==> src/rtl/pmic_seq_pkg.sv <==
// ---------------------------------------------------------------------------
// pmic_seq_pkg
//   Shared definitions for the PMIC rail sequencer.
//   - state_e          : sequencer FSM states (3-bit encoding)
//   - TICK_DIV_DEFAULT : default prescaler terminal count (one tick every
//                        TICK_DIV+1 clocks)
// ---------------------------------------------------------------------------
package pmic_seq_pkg;

  typedef enum logic [2:0] {
    ST_IDLE  = 3'd0,
    ST_RAMP  = 3'd1,
    ST_DELAY = 3'd2,
    ST_UP    = 3'd3,
    ST_DOWN  = 3'd4,
    ST_FAULT = 3'd5
  } state_e;

  localparam int unsigned TICK_DIV_DEFAULT = 2;

endpackage : pmic_seq_pkg

==> src/rtl/pmic_tick_gen.sv <==
// ---------------------------------------------------------------------------
// pmic_tick_gen
//   Free-running prescaler. The counter runs 0..TICK_DIV and wraps; tick_o is
//   a one-clock pulse while the counter sits at TICK_DIV. The counter is never
//   restarted except by reset.
// Ports
//   clk_i   in  1  clock
//   rst_i   in  1  asynchronous, active-high reset (counter and tick to 0)
//   tick_o  out 1  registered tick pulse
// ---------------------------------------------------------------------------
module pmic_tick_gen
  import pmic_seq_pkg::*;
#(
  parameter int unsigned TICK_DIV = TICK_DIV_DEFAULT
) (
  input  logic clk_i,
  input  logic rst_i,
  output logic tick_o
);

  localparam int CNT_W = (TICK_DIV > 0) ? $clog2(TICK_DIV + 1) : 1;

  logic [CNT_W-1:0] cnt_q, cnt_d;
  logic             tick_q, tick_d;

  always_comb begin
    cnt_d  = (cnt_q == CNT_W'(TICK_DIV)) ? '0 : cnt_q + CNT_W'(1);
    // Registered decode of the next count: tick_q is high exactly in the
    // cycles where cnt_q == TICK_DIV, and is guaranteed low in reset.
    tick_d = (cnt_d == CNT_W'(TICK_DIV));
  end

  always_ff @(posedge clk_i or posedge rst_i) begin
    if (rst_i) begin
      cnt_q  <= '0;
      tick_q <= 1'b0;
    end else begin
      cnt_q  <= cnt_d;
      tick_q <= tick_d;
    end
  end

  assign tick_o = tick_q;

endmodule : pmic_tick_gen

==> src/rtl/pmic_rail_sequencer.sv <==
// ---------------------------------------------------------------------------
// pmic_rail_sequencer
//   Power-up / power-down sequencer for NUM_RAILS regulator rails. Rails are
//   enabled in ascending order (each waits for its own synchronised pgood,
//   then the latched inter-rail delay) and disabled in descending order.
//   A missing pgood while ramping (timeout) or a lost pgood while up forces
//   all rails off at once and reports the failing rail.
// Ports
//   original_clk in  1          system clock
//   rst          in  1          asynchronous, active-high reset
//   start        in  1          level: 1 = sequence up / stay up, 0 = down
//   clear        in  1          pulse; leaves FAULT when start == 0
//   cfg_delay    in  DELAY_W    ticks between rail steps, latched leaving IDLE
//   pgood        in  NUM_RAILS  asynchronous power-good per rail
//   rail_en      out NUM_RAILS  regulator enables
//   busy         out 1          high in RAMP, DELAY, DOWN
//   all_good     out 1          high only in UP
//   fault        out 1          high only in FAULT
//   fault_rail   out IDX_W      index of the failing rail, held until clear
//   tick         out 1          prescaler pulse
// ---------------------------------------------------------------------------
module pmic_rail_sequencer
  import pmic_seq_pkg::*;
#(
  parameter  int          NUM_RAILS     = 4,
  parameter  int unsigned TICK_DIV      = TICK_DIV_DEFAULT,
  parameter  int          DELAY_W       = 8,
  parameter  int          TIMEOUT_TICKS = 16,
  localparam int          IDX_W         = (NUM_RAILS > 1) ? $clog2(NUM_RAILS) : 1
) (
  input  logic                 original_clk,
  input  logic                 rst,
  input  logic                 start,
  input  logic                 clear,
  input  logic [DELAY_W-1:0]   cfg_delay,
  input  logic [NUM_RAILS-1:0] pgood,
  output logic [NUM_RAILS-1:0] rail_en,
  output logic                 busy,
  output logic                 all_good,
  output logic                 fault,
  output logic [IDX_W-1:0]     fault_rail,
  output logic                 tick
);

  localparam int TO_W   = $clog2(TIMEOUT_TICKS + 1);
  localparam int WCNT_W = (DELAY_W > TO_W) ? DELAY_W : TO_W;

  localparam logic [IDX_W-1:0]  LAST_IDX = IDX_W'(NUM_RAILS - 1);
  localparam logic [WCNT_W-1:0] TIMEOUT  = WCNT_W'(TIMEOUT_TICKS);

  // -------------------------------------------------------------------------
  // Prescaler
  // -------------------------------------------------------------------------
  logic tick_w;

  pmic_tick_gen #(
    .TICK_DIV (TICK_DIV)
  ) u_tick_gen (
    .clk_i  (original_clk),
    .rst_i  (rst),
    .tick_o (tick_w)
  );

  // -------------------------------------------------------------------------
  // Registers
  // -------------------------------------------------------------------------
  state_e               state_q, state_d;
  logic [IDX_W-1:0]     idx_q, idx_d;
  logic [WCNT_W-1:0]    wcnt_q, wcnt_d;
  logic [DELAY_W-1:0]   delay_q, delay_d;
  logic [NUM_RAILS-1:0] rail_en_q, rail_en_d;
  logic [IDX_W-1:0]     fault_rail_q, fault_rail_d;
  logic                 busy_q, busy_d;
  logic                 all_good_q, all_good_d;
  logic                 fault_q, fault_d;
  logic [NUM_RAILS-1:0] pg_meta_q, pg_sync_q;

  // Two-flop synchroniser; nothing downstream looks at raw pgood.
  always_ff @(posedge original_clk or posedge rst) begin
    if (rst) begin
      pg_meta_q <= '0;
      pg_sync_q <= '0;
    end else begin
      pg_meta_q <= pgood;
      pg_sync_q <= pg_meta_q;
    end
  end

  // Lowest-index rail whose synchronised pgood is low. Scanning downwards
  // lets the last hit (the lowest index) win.
  logic [IDX_W-1:0] low_fail_idx;
  logic             any_fail;

  always_comb begin
    low_fail_idx = '0;
    any_fail     = 1'b0;
    for (int i = NUM_RAILS - 1; i >= 0; i--) begin
      if (!pg_sync_q[i]) begin
        low_fail_idx = IDX_W'(i);
        any_fail     = 1'b1;
      end
    end
  end

  logic [IDX_W-1:0] idx_inc, idx_dec;
  logic             wcnt_zero;

  assign idx_inc   = idx_q + IDX_W'(1);
  assign idx_dec   = idx_q - IDX_W'(1);
  assign wcnt_zero = (wcnt_q == '0);

  // -------------------------------------------------------------------------
  // Next-state logic
  // -------------------------------------------------------------------------
  always_comb begin
    state_d      = state_q;
    idx_d        = idx_q;
    wcnt_d       = wcnt_q;
    delay_d      = delay_q;
    rail_en_d    = rail_en_q;
    fault_rail_d = fault_rail_q;

    unique case (state_q)
      ST_IDLE: begin
        rail_en_d = '0;
        if (start) begin
          delay_d      = cfg_delay;
          idx_d        = '0;
          rail_en_d[0] = 1'b1;
          wcnt_d       = TIMEOUT;
          state_d      = ST_RAMP;
        end
      end

      ST_RAMP: begin
        // Fault has priority over abort; abort has priority over progress.
        if (tick_w && wcnt_zero && !pg_sync_q[idx_q]) begin
          rail_en_d    = '0;
          fault_rail_d = idx_q;
          state_d      = ST_FAULT;
        end else if (!start) begin
          // Rail idx is the highest one enabled; the pgood wait is dropped.
          rail_en_d[idx_q] = 1'b0;
          wcnt_d           = WCNT_W'(delay_q);
          state_d          = ST_DOWN;
        end else if (pg_sync_q[idx_q]) begin
          if (idx_q == LAST_IDX) begin
            state_d = ST_UP;
          end else begin
            wcnt_d  = WCNT_W'(delay_q);
            state_d = ST_DELAY;
          end
        end else if (tick_w) begin
          wcnt_d = wcnt_q - WCNT_W'(1);
        end
      end

      ST_DELAY: begin
        if (!start) begin
          rail_en_d[idx_q] = 1'b0;
          wcnt_d           = WCNT_W'(delay_q);
          state_d          = ST_DOWN;
        end else if (wcnt_zero) begin
          // Checked before the tick so a zero delay advances on the next clock.
          idx_d              = idx_inc;
          rail_en_d[idx_inc] = 1'b1;
          wcnt_d             = TIMEOUT;
          state_d            = ST_RAMP;
        end else if (tick_w) begin
          wcnt_d = wcnt_q - WCNT_W'(1);
        end
      end

      ST_UP: begin
        if (any_fail) begin
          rail_en_d    = '0;
          fault_rail_d = low_fail_idx;
          state_d      = ST_FAULT;
        end else if (!start) begin
          idx_d               = LAST_IDX;
          rail_en_d[LAST_IDX] = 1'b0;
          wcnt_d              = WCNT_W'(delay_q);
          state_d             = ST_DOWN;
        end
      end

      ST_DOWN: begin
        // pgood and start are deliberately ignored here.
        if (idx_q == '0) begin
          state_d = ST_IDLE;
        end else if (wcnt_zero) begin
          idx_d              = idx_dec;
          rail_en_d[idx_dec] = 1'b0;
          wcnt_d             = WCNT_W'(delay_q);
        end else if (tick_w) begin
          wcnt_d = wcnt_q - WCNT_W'(1);
        end
      end

      ST_FAULT: begin
        rail_en_d = '0;
        if (clear && !start) begin
          fault_rail_d = '0;
          state_d      = ST_IDLE;
        end
      end

      default: begin
        rail_en_d = '0;
        state_d   = ST_IDLE;
      end
    endcase

    // Status flags are registered from the next state so they line up with
    // state_q without any combinational decode on the outputs.
    busy_d     = (state_d == ST_RAMP) || (state_d == ST_DELAY) || (state_d == ST_DOWN);
    all_good_d = (state_d == ST_UP);
    fault_d    = (state_d == ST_FAULT);
  end

  always_ff @(posedge original_clk or posedge rst) begin
    if (rst) begin
      state_q      <= ST_IDLE;
      idx_q        <= '0;
      wcnt_q       <= '0;
      delay_q      <= '0;
      rail_en_q    <= '0;
      fault_rail_q <= '0;
      busy_q       <= 1'b0;
      all_good_q   <= 1'b0;
      fault_q      <= 1'b0;
    end else begin
      state_q      <= state_d;
      idx_q        <= idx_d;
      wcnt_q       <= wcnt_d;
      delay_q      <= delay_d;
      rail_en_q    <= rail_en_d;
      fault_rail_q <= fault_rail_d;
      busy_q       <= busy_d;
      all_good_q   <= all_good_d;
      fault_q      <= fault_d;
    end
  end

  assign rail_en    = rail_en_q;
  assign busy       = busy_q;
  assign all_good   = all_good_q;
  assign fault      = fault_q;
  assign fault_rail = fault_rail_q;
  assign tick       = tick_w;

endmodule : pmic_rail_sequencer

==> config.mk <==
export PLATFORM = sky130hd
export DESIGN_NAME = pmic_rail_sequencer
export DESIGN_NICKNAME = d
export VERILOG_FILES = /design/src/rtl/pmic_seq_pkg.sv /design/src/rtl/pmic_tick_gen.sv /design/src/rtl/pmic_rail_sequencer.sv
export SDC_FILE = /design/constraint.sdc
export NUM_CORES = 1
export LEC_CHECK = 0
export CORE_MARGIN = 3
export CORE_UTILIZATION = 45
export DETAILED_ROUTE_END_ITERATION = 12
export GPL_TIMING_DRIVEN = 0
export PLACE_DENSITY = 0.66
export SLEW_MARGIN = 20
export SYNTH_ARGS = -nofsm -noshare
export SYNTH_HDL_FRONTEND = slang
export SYNTH_SLANG_ARGS = --single-unit
==> constraint.sdc <==
create_clock -name original_clk -period 5.83 [get_ports original_clk]
set_clock_uncertainty 0.05 [all_clocks]
set_input_delay 0.583 -clock original_clk [delete_from_list [all_inputs] [get_ports original_clk]]
set_output_delay 0.583 -clock original_clk [all_outputs]
set_load 0.05 [all_outputs]
### After elaboration in Yosys (flattened, before gate mapping)

Cells that the tools add are included.

| storage, ports and cells | value |
|---|---|
| output and inout bits | 10 |
| word-level logic and storage cells | 144 |
| bits in registers | 41 |
| input port bits | 16 |

| operators by class | value |
|---|---|
| bitwise gates (word level) | 5 |
| equality and inequality tests | 28 |
| reduce and logical (&&, ||, !) cells | 22 |
| order comparisons | 6 |
| mux-type cells | 65 |
| add/sub/neg operators | 4 |

Operator list:

| cell | count |
|---|---|
| two-way mux 8 bit | 12 |
| case mux 8 bit (5 select lines) | 1 |
| two-way mux 3 bit | 11 |
| two-way mux 2 bit | 15 |
| two-way mux 4 bit | 6 |
| inequality test 2 bit, second input constant | 11 |
| case mux 4 bit (5 select lines) | 1 |
| case mux 3 bit (6 select lines) | 1 |
| == test 3 x 2 -> 1 bit, second input constant | 4 |
| == test 3 bit, second input constant | 4 |
| two-way mux 1 bit | 12 |
| AND reduction 5 bit | 2 |
| < comparator 2 x 3 -> 1 bit, second input constant | 3 |
| inequality test 3 bit, second input constant | 3 |
| bitwise AND 4 bit | 2 |
| logical NOT 8 bit | 1 |
| NOT 4 bit | 2 |
| case mux 2 bit (4 select lines) | 1 |
| AND reduction 8 bit | 1 |
| subtractor 8 x 1 -> 8 bit, second input constant | 1 |
| AND reduction 7 bit | 1 |
| demux 1 bit (select 2 bit) | 3 |
| == test 2 bit, second input constant | 3 |
| == test 3 x 1 -> 1 bit, second input constant | 2 |
| 17 further kinds | 27 |

### Longest topological paths before layout

| depth | value |
|---|---|
| word-level depth | 10 |
| depth in mapped cells | 8 |
| gate-level depth less buffers | 7 |

### By module

A second synthesis with hierarchy kept.

| second synthesis, totals | value |
|---|---|
| cells, all modules | 253 |
| area, all modules | 2417.3 µm² |

Modules (own cells, without submodules):

| module | cells an instance | area an instance (µm²) | sequential area each (µm²) | instances |
|---|---|---|---|---|
| pmic_rail_sequencer | 248 | 2346.0 | 950.9 | 1 |
| pmic_tick_gen | 5 | 71.3 | 50.0 | 1 |

### Worst setup path before layout

Ideal clock, no wire load.

| timing path | value |
|---|---|
| path type | reg2reg |
| start | reg wcnt_q[1] |
| end | reg rail_en_q[0] (netlist: rail_en[0]) |
| data arrival time | 2.291 ns |
| path slack | 3.364 ns |
| cell stages (with the launch flop) | 9 |
| setup time | 0.125 ns |
| period minus slack after synthesis | 2.466 ns |
| data required time | 5.655 ns |
| buffers on the path | 1 |
| cell sequence | dfrtp_1 > inv_1 > ha_1 > or3b_1 > dlymetal6s4s_1 > nor4b_4 > nor2_2 > a2111oi_4 > mux2_4 |

| between the ends | value |
|---|---|
| longest elaborated chain between the ends | 5 |
| elaborated cells on any way between the ends | 9 |
| those cells by class | eq/ne: 3; mux: 2; reduce/logical: 4 |

Ends and longest elaborated chain:

| item | line | RTL |
|---|---|---|
| start, declared | pmic_rail_sequencer.sv:69 | `logic [WCNT_W-1:0] wcnt_q, wcnt_d;` |
| start signal, assigned | pmic_rail_sequencer.sv:235 | `wcnt_q <= wcnt_d;` |
| logical NOT 8 bit (*) | pmic_rail_sequencer.sv:110 | `assign wcnt_zero = (wcnt_q == '0);` |
| logical AND 1 bit (2 in series) | pmic_rail_sequencer.sv:137 | `if (tick_w && wcnt_zero && !pg_sync_q[idx_q]) begin` |
| inequality test 3 bit (no line) or two-way mux 4 bit (tied branches) | n/a |  |
| AND reduction 5 bit (no line) or case mux 4 bit (5 select lines) (tied branches) | n/a |  |
| end signal, assigned | pmic_rail_sequencer.sv:237 | `rail_en_q <= rail_en_d;` |
| end, declared | pmic_rail_sequencer.sv:71 | `logic [NUM_RAILS-1:0] rail_en_q, rail_en_d;` |

Every way passes the cells marked *; elsewhere a longest branch is shown, timed or not.
A chain may end at the register's enable or synchronous reset.

### Worst setup path in the final report

| timing path | value |
|---|---|
| start | in start |
| end | reg wcnt_q[1] |

| between the ends | value |
|---|---|
| longest elaborated chain between the ends | 3 |
| elaborated cells on any way between the ends | 8 |
| those cells by class | eq/ne: 3; mux: 4; reduce/logical: 1 |

Ends and longest elaborated chain:

| item | line | RTL |
|---|---|---|
| start, declared | pmic_rail_sequencer.sv:33 | `input logic start,` |
| two-way mux 8 bit | pmic_rail_sequencer.sv:141 | `end else if (!start) begin` |
| two-way mux 8 bit | pmic_rail_sequencer.sv:137 |  |
| case mux 8 bit (5 select lines) | pmic_rail_sequencer.sv:123 | `unique case (state_q)` |

Parallel ways exist; a longest one is shown, timed or not. The select of a mux whose other input is x is not followed.

==> summary.txt <==
Status
  – Outcome: completed

Timing
  – Tightest Pin Transition: 925 ps
  – Final setup viols: 0
  – Hold violation count in the final report: 0
  – Slew Limit Fails: 0
  – Slew headroom: 38.2%
  – Fmax: 0.355 GHz
  – Tmin final: 2820 ps
  – Setup TNS: 0 ps
  – RSZ-0062 raised after global routing: no
  – Fin crit share: 48.4%

Synthesis
  – Synth Cell Area: 0.00254 mm^2
  – Most frequent cells after synthesis: dfrtp_1, o21ai_0, nor2_1, nand2_1, a21oi_1
  – Synth area leaders: dfrtp_1, mux2_2, o21ai_0
  – Count leader, synth: dfrtp_1
  – Primary FF master, synth: dfrtp_1
  – Post-synth ARST share: 100%
  – FF+latch count, synth: 40
  – EDFF count, synth: 0
  – Syn Area/Cell: 9.74 um^2
  – Top cell type's share of synthesized area: 39.4%
  – Syn_nets: 285
  – Synth cell types: 64
  – Post-synthesis sequential area ratio: 39.4%
  – Synth area leader: dfrtp_1
  – Syn Inst Count: 261
  – Synth Warn #: 0

Route
  – Final WL: 6330 um
  – WL/cell: 17.3 um
  – Starting DRT DRC Count: 281
  – DR vias/cell: 5.92
  – Routed Antenna Nets: 0
  – Via count: 2161
  – First-pass iteration count of the detailed router: 5
  – DRC violations left: 0

Min path
  – Worst Hold Class: register to register
  – Min-delay src: pg_meta_q[0]

Global route
  – Largest net degree at the start of global routing: 22
  – GR Overflow Total: 0
  – Vias in the first global route: 2102
  – First-pass GRT wire length: 10600 um
  – Aggregate global-route resource usage: 21.1%
  – Initial antenna violation count: 0

Setup path
  – Origin of the critical flop-to-flop path: wcnt_q[1]
  – Crit. End Element: register
  – Critical Path AT: 2960 ps
  – Path type of the worst setup path: primary input to register
  – Req. time, crit path: 5960 ps
  – Crit. Startpoint: start
  – Setup crit start kind: primary input
  – Max FO, Critical Path: 10

Pwr
  – PwrDens: 177 mW/mm^2
  – Clock share of power: 42.6%
  – Sw Share: 21.5%
  – Maximum VDD drop: 0.155 mV
  – Combinational power share: 4.8%
  – Sw power: 0.115 mW
  – Reg power frac: 52.6%
  – Pleak: 1.34 nW
  – Power after layout: 0.535 mW
  – P_int: 0.420 mW

Die
  – Die X: 81.1 um
  – Area of the core: 0.00527 mm^2
  – Starting Density: 48.2%
  – Full die area: 0.00658 mm^2
  – IO Count: 26
  – Vert. Die Dim: 81.1 um
  – Row count: 26

Final layout
  – Synth-to-layout area growth: 18.8%
  – # fillers: 497
  – Final #Nets: 318
  – Antenna diodes: 0
  – Share of cells above drive strength 1: 13.9%

Place
  – # port buffers: 25
  – GPL Wtd Cong: 0.896
  – Post-DP HPWL: 4640 um

CTS
  – CTS Root Cell: clkbuf_8
  – Clock latency on the worst-skew pair: 300 ps
  – Max H-tree Level: 2
  – CTS tree: done
  – CTS max path bufs: 2
  – TritonCTS buffer count: 5
  – Post-CTS Setup Bufs: 0
  – Clock Sinks: 40
  – CTS resizes: 0
  – Hold-fix buffers, CTS: 0
  – Clk slew on worst S/H paths: 80 ps

Flow run
  – Total of max-cap violations: 0
## cell usage in the layout, fill, tap and decap left out, drive strengths merged, types with 3 or more instances in the layout
cell and instances:
a31oi 4, nor3 5, dfrtp 40, nor4 3, a22o 10, o21ai 23, and3 9, inv 13
ha 8, o22ai 3, nor2b 5, nand2b 5, or4bb 3, clkbuf 17, buf 5, mux2 12
nor2 22, a221oi 3, nor3b 6, clkdlybuf4s50 25, nand2 15, a21oi 14
## per-stage QoR
step / instance area (um^2) / util, % / hold WS (ps) / setup slack (ps) / std cells
finish: 3020 / 57.3 / 302 / 3010 / 365
global route: 3020 / 57.3 / 312 / 2830 / 365
CTS: 3020 / 57.3 / 304 / 3070 / 365
detailed placement: 2910 / 55.2 / 286 / 2760 / 357
global placement: 2880 / 54.6 / 283 / 2750 / 356
floorplan: 2540 / - / 281 / 3360 / 261
## flip-flops by register name, summed over array words and instances, names as in the netlist
name / flops
all_good: 1
fault_rail: 2
busy: 1
idx_q: 2
u_tick_gen.cnt_q: 2
fault: 1
pg_sync_q: 4
rail_en: 4
wcnt_q: 8
delay_q: 8
state_q: 3
pg_meta_q: 4
## routing by layer
metal  share of wire [%]  vias up  track usage [%]
li1                    -     1032                -
met1                  46     1038             30.4
met2                  46       80             32.7
met3                 7.0       11             4.43
met4                 1.4        0             4.90
met5                   0        -                0
## worst max-delay path, stage by stage
cell and delay (ps):
clkdlybuf4s50_1 490, clkbuf_1 270, nor3b_1 430, nand2_1 140, a311oi_2 540, inv_1 210, a22o_1 290
## power by group through the flow
stage	clock [mW]	sequential (mW)	combinational [mW]
after CTS	0.233	0.281	0.0260
after detailed placement	0	0.287	0.0258
after global placement	0	0.287	0.0231
after global routing	0.243	0.282	0.0286
final	0.228	0.281	0.0254
after floorplan	0	0.287	0.00989
## layout make-up
type,instances,area (um^2),share of cell area [%]
Buffer,17,119,3.94
Clock inverter,3,42.5,1.41
Multi-Input combinational cell,191,1370,45.5
Clock buffer,5,68.8,2.28
Sequential cell,40,1000,33.2
Timing Repair Buffer,26,278,9.20
Tap cell,70,87.6,2.90
Inverter,13,48.8,1.62
## cells by family after synthesis
logic type	share of synthesized area, %
adders and majority gates	3.94
AOI/OAI and AO/OA	22.7
and+or+nand+nor	20.3
muxes	6.35
buffers and inverters	6.60
DFF	39.4
xor gates and xnor gates	0.689
## final timing paths
check / to / slack [ps] / depth (start not counted)
max: wcnt_q[1] / 3010 / 7
min: pg_sync_q[0] / 300 / 0
max reg2reg: all_good / 3050 / 8
min reg2reg: pg_sync_q[0] / 300 / 0
max in group asynchronous: fault_rail[0] / 4700 / 3
min in group asynchronous: delay_q[1] / 560 / 2
No activity file was read; power rests on OpenSTA's default activity.
